**src/rtl/stopwatch_pkg.sv**
```systemverilog
// Shared types and constants for the MM:SS stopwatch.
package stopwatch_pkg;
  typedef enum logic [1:0] {
    PAUSED = 2'd0,
    RUN    = 2'd1,
    ADJUST = 2'd2
  } state_t;

  localparam int BCD_W = 4;
  localparam logic [BCD_W-1:0] FIELD_MAX_TENS = 4'd5;
  localparam logic [BCD_W-1:0] FIELD_MAX_ONES = 4'd9;
endpackage

```
**src/rtl/bcd_mod60.sv**
```systemverilog
// Two-digit BCD field counting 00..59; carry flags an increment out of 59.
module bcd_mod60
  import stopwatch_pkg::*;
(
  input  logic             clk1KHz,
  input  logic             rstN,
  input  logic             clr,
  input  logic             inc,
  output logic [BCD_W-1:0] tens,
  output logic [BCD_W-1:0] ones,
  output logic             carry
);
  logic at_max;

  assign at_max = (tens == FIELD_MAX_TENS) && (ones == FIELD_MAX_ONES);
  assign carry  = inc && at_max;

  always_ff @(posedge clk1KHz) begin
    if (!rstN || clr) begin
      tens <= '0;
      ones <= '0;
    end else if (inc) begin
      if (ones == FIELD_MAX_ONES) begin
        ones <= '0;
        tens <= (tens == FIELD_MAX_TENS) ? '0 : tens + BCD_W'(1);
      end else begin
        ones <= ones + BCD_W'(1);
      end
    end
  end
endmodule

```
**src/rtl/stopwatch_core.sv**
```systemverilog
// MM:SS stopwatch with run/pause, clear and 2 Hz adjust mode, plus a 2 Hz blink phase.
module stopwatch_core
  import stopwatch_pkg::*;
#(
  parameter int TICKS_PER_SEC = 1000,
  parameter int ADJ_TICKS     = 500,
  parameter int BLINK_TICKS   = 250
) (
  input  logic             clk1KHz,
  input  logic             rstN,
  input  logic             pause,
  input  logic             clr,
  input  logic             adj,
  input  logic             sel,
  output logic [BCD_W-1:0] minTens,
  output logic [BCD_W-1:0] minOnes,
  output logic [BCD_W-1:0] secTens,
  output logic [BCD_W-1:0] secOnes,
  output logic             running,
  output logic             blink
);
  localparam int PW = $clog2(TICKS_PER_SEC);
  localparam int AW = $clog2(ADJ_TICKS);
  localparam int BW = $clog2(BLINK_TICKS);

  state_t        state, next_state;
  logic [PW-1:0] presc;
  logic [AW-1:0] adj_cnt, adj_base;
  logic [BW-1:0] blink_cnt;
  logic          sel_q;
  logic          presc_wrap, adj_step, sec_inc, min_inc, sec_carry;

  // The action of a cycle follows the state being entered, so a pause
  // arriving on a wrap cycle suppresses that wrap.
  always_comb begin
    next_state = PAUSED;
    if (adj)         next_state = ADJUST;
    else if (!pause) next_state = RUN;
    presc_wrap = (next_state == RUN) && (presc == PW'(TICKS_PER_SEC - 1));
    adj_base   = ((state != ADJUST) || (sel != sel_q)) ? '0 : adj_cnt;
    adj_step   = (next_state == ADJUST) && (adj_base == AW'(ADJ_TICKS - 1));
    sec_inc    = (next_state == RUN) ? presc_wrap : (adj_step && !sel);
    min_inc    = (next_state == RUN) ? sec_carry  : (adj_step && sel);
  end

  always_ff @(posedge clk1KHz) begin
    if (!rstN) begin
      state     <= PAUSED;
      running   <= 1'b0;
      presc     <= '0;
      adj_cnt   <= '0;
      blink_cnt <= '0;
      blink     <= 1'b0;
      sel_q     <= 1'b0;
    end else begin
      state   <= next_state;
      running <= (next_state == RUN);
      sel_q   <= sel;
      if (blink_cnt == BW'(BLINK_TICKS - 1)) begin
        blink_cnt <= '0;
        blink     <= ~blink;
      end else begin
        blink_cnt <= blink_cnt + BW'(1);
      end
      if (clr) begin
        presc   <= '0;
        adj_cnt <= '0;
      end else begin
        if (next_state == RUN)         presc <= presc_wrap ? '0 : presc + PW'(1);
        else if (next_state == ADJUST) presc <= '0;
        adj_cnt <= ((next_state != ADJUST) || adj_step) ? '0 : adj_base + AW'(1);
      end
    end
  end

  bcd_mod60 u_sec (
    .clk1KHz(clk1KHz), .rstN(rstN), .clr(clr), .inc(sec_inc),
    .tens(secTens), .ones(secOnes), .carry(sec_carry)
  );

  // Minutes roll 59 -> 00 with nothing above them.
  bcd_mod60 u_min (
    .clk1KHz(clk1KHz), .rstN(rstN), .clr(clr), .inc(min_inc),
    .tens(minTens), .ones(minOnes), .carry()
  );
endmodule

```
**config.mk**
```make
export PLATFORM = sky130hd
export DESIGN_NAME = stopwatch_core
export DESIGN_NICKNAME = d
export VERILOG_FILES = /design/src/rtl/stopwatch_pkg.sv /design/src/rtl/bcd_mod60.sv /design/src/rtl/stopwatch_core.sv
export SDC_FILE = /design/constraint.sdc
export NUM_CORES = 1
export LEC_CHECK = 0
export ABC_AREA = 1
export CAP_MARGIN = 20
export CORE_UTILIZATION = 40
export CTS_BUF_LIST = sky130_fd_sc_hd__clkbuf_2
export CTS_CLUSTER_SIZE = 30
export DETAILED_ROUTE_END_ITERATION = 8
export SYNTH_ARGS = -nofsm -noshare
export SYNTH_HDL_FRONTEND = slang
export SYNTH_SLANG_ARGS = --single-unit
```
**constraint.sdc**
```tcl
create_clock -name clk1KHz -period 2.4 [get_ports clk1KHz]
set_input_delay 0.48 -clock clk1KHz [delete_from_list [all_inputs] [get_ports clk1KHz]]
set_output_delay 0.48 -clock clk1KHz [all_outputs]
set_load 0.02 [all_outputs]
```
==> summary.txt <==
Global route
  • GR Util All Layers: 0.171
  • Largest net degree at the start of global routing: 15
  • First-pass GRT wire length: between 8000 and 9000 µm
  • Initial antenna violation count: 0
  • GRT Residual Overflow: 0
  • Vias in the first global route: between 1500 and 2000

Worst setup path
  • CP Capture Type: register
  • Critical setup path kind: input port to register
  • Crit path top cell by count: nand2_4
  • Crit path max-delay cell type: dlygate4sd2_1
  • Critical Path, Cell by Cell: dlygate4sd2_1 > inv_2 > nand2_2 > nand2_4 > nor2_8 > inv_4 > nor2_2 > ha_4 > nand3_1 > nor2_2 > nand3_2 > nor2_4 > nand3_2 > nand2_4 > nand3_4 > nand2_8 > nand2_4 > nand2_1 > nand2_1 > nor2_1
  • Critical Path AT: around 2500 ps
  • CP max stage delay: 280 ps
  • Worst-path maximum fanout: 8
  • Startpoint Class: input port
  • Worst Path Required: 2780 ps

Logic synthesis
  • Register area share after synthesis: 0.399
  • Netlist cell types: 35
  • Cell Area, Synth: 2360 µm²
  • Mean post-synth cell area: 7.06 µm²
  • Synth Net Count: roughly 340
  • Ys Warns: 0
  • Synth Instances: between 300 and 400
  • Yosys reg bits: 47

Timing
  • Least-Margin Pin Slew: 421 ps
  • Hold Fails Final Rpt: 0
  • Max Clock Skew: roughly 9.4 ps
  • Final worst-path cycle share: 0.900
  • Max-slew violation count: 0
  • Crit path time final: 2160 ps
  • Final setup viols: 0
  • Rel. slew slack: 0.717
  • Fmax: 0.463 GHz
  • Setup TNS: 0 ps

Routing
  • Via count: 2216
  • DR iter-0 viols: 71
  • Vias per inst: about 4.8
  • Wire per inst: 10.8 µm
  • Post-route DRC: 0
  • Drt total wl: approximately 5000 µm
  • Drt pass-1 iters: 4
  • Final ANT Viol Nets: 0

Placed design
  • DP HPWL: 3730 µm
  • I/O Buffers: 23
  • Placed Area: between 2000 and 3000 µm²
  • Final Wtd Congestion: about 0.82
  • Cells after DPL: 449

Floorplanning
  • Core Area: around 5600 µm²
  • Die width: 78.8 µm
  • Num ports: 24
  • Die ar.: 6210 µm²
  • Die height: 78.8 µm
  • Standard-cell rows: 27
  • Initial Util: 0.421

Pwr
  • Peak supply drop: 0.000255 V
  • Lkg Pwr: 0.00109 µW
  • PD cells: 407 nW/µm²
  • Power, Total: 1210 µW

Finish
  • Post-route cell area: 2970 µm²
  • Synth-to-layout area growth: 25.9%
  • Nets@finish: 398
  • Fillers: 566
  • Fin cells: 461
  • Share of cells above drive strength 1: 0.167
  • Final Util: 0.530
  • # diodes: 0

Clocking
  • Root Buffer: clkbuf_2
  • Clock tree buffer depth: 2
  • TritonCTS clock tree: built
  • H-tree levels: 2
  • Skew-Pair Late Insertion Delay: 410 ps
  • Cts bufs inserted: 5
  • Clk sinks: 47
  • Clock transition at path regs: 230 ps
  • Hold Buf Count CTS: 0

Flow run
  • Max cap viols: 0

Min path
  • Hold Path Class: input port to register

Run status
  • Status: finished, final reports clean
## logic make-up (layout without fill, tap and decap cells)
group                    after synthesis  in the layout  share of synthesized area
AND/OR/NAND/NOR                      177            177                      0.358
buffers and inverters                 54            109                     0.0912
flip-flops                            47             47                      0.399
AO/OA/AOI/OAI                         44             44                      0.101
XOR/XNOR                               8              8                     0.0297
adder cells (fa/ha/maj)                4              4                     0.0212
## placed cells by master, fill, tap and decap left out, types with 6 or more instances in the layout
| cell | instances |
|---|---|
| inv_1 | 47 |
| buf_4 | 27 |
| or2_2 | 6 |
| clkdlybuf4s50_1 | 22 |
| nor3_1 | 13 |
| nand4_1 | 10 |
| xor2_1 | 7 |
| nand3_1 | 17 |
| dfxtp_1 | 46 |
| nand2_1 | 60 |
| a21oi_1 | 20 |
| nor2_1 | 45 |
| o21ai_0 | 15 |
| clkbuf_2 | 6 |
## sequential cells by signal, summed over array words and instances (netlist names)
register and count:
blink 1, adj_cnt 9, running 1, presc 10
u_sec.tens 4, u_sec.ones 4, u_min.tens 4, sel_q 1
u_min.ones 4, blink_cnt 8, state 1
## through the flow
step / setup slack (ps) / hold slack (ps)
after floorplan: 186 / 434
after global placement: -426 / 435
after detailed placement: -508 / 443
after CTS: 162 / 417
after global routing: -3.02 / 423
final: 239 / 451
## worst max-delay path: cells and delay by family
family | cells | cell delay [ps]
adders and majority gates | 1 | 150
buffers and inverters | 3 | 380
and+or+nand+nor | 16 | 1520
## per-layer routing
layer / wire, µm / track usage / vias up
met5: 0 / 0 / -
met4: 70 / 0.0667 / 0
met3: 150 / 0.0310 / 7
met2: 2330 / 0.286 / 32
met1: 2430 / 0.218 / 989
li1: - / - / 1188
## synth_stat cells
master | instances | area, µm²
clkinv_1 | 1 | 3.75
nor2_4 | 1 | 11.3
xnor2_1 | 1 | 8.76
a211oi_1 | 1 | 7.51
a221oi_1 | 2 | 17.5
nor3b_1 | 2 | 15.0
a21oi_1 | 20 | 100
nand2_1 | 63 | 236
ha_1 | 4 | 50.1
clkbuf_8 | 1 | 13.8
nand2_2 | 3 | 18.8
a32oi_1 | 1 | 8.76
inv_4 | 1 | 6.26
nand3_4 | 1 | 17.5
nor2_2 | 1 | 6.26
nor3b_2 | 1 | 12.5
and3_1 | 1 | 6.26
nor2_8 | 1 | 20.0
nor3_1 | 14 | 70.1
nand2_4 | 2 | 22.5
or2_2 | 6 | 37.5
nor4_1 | 4 | 25.0
clkbuf_1 | 2 | 7.51
a31oi_1 | 2 | 12.5
o21ai_0 | 16 | 80.1
nor2_1 | 47 | 176
inv_1 | 48 | 180
dfxtp_1 | 47 | 941
xor2_1 | 7 | 61.3
nand4_1 | 10 | 62.6
o21bai_1 | 1 | 7.51
nand3_1 | 19 | 95.1
o21ai_1 | 1 | 5.00
nand3_2 | 1 | 10.0
inv_2 | 1 | 3.75
## path summary, 6_finish.rpt
check | start | end | slack [ps] | cells past startpoint
max reg2reg | sel_q | u_min.tens[1] | 240 | 19
min | sel | sel_q | 450 | 3
min reg2reg | blink | blink | 460 | 1
max | sel | u_min.tens[1] | 240 | 20
## repair_timing
action	4_1_cts	5_1_grt
resized for setup	1	18
pin swaps	1	10
endpoints found under the setup margin	2	15
buffers inserted	0	4
hold endpoints to repair	0	0
## area by class of cell
class / count / area, µm² / area share
Multi-Input combinational cell: 233 / 1270 / 0.428
Inverter: 51 / 194 / 0.0653
Tap cell: 72 / 90.1 / 0.0303
Sequential cell: 47 / 942 / 0.317
Clock buffer: 6 / 30.0 / 0.0101
Timing Repair Buffer: 50 / 432 / 0.145
Clock inverter: 2 / 12.5 / 0.00421
## power by group
part | internal, µW | leakage, µW | switching, µW
sequential | 791 | 0.000380 | 5.80
combinational | 35.5 | 0.000681 | 49.5
clock | 75.4 | 0.0000306 | 252
(Power assumes the default switching activity.)
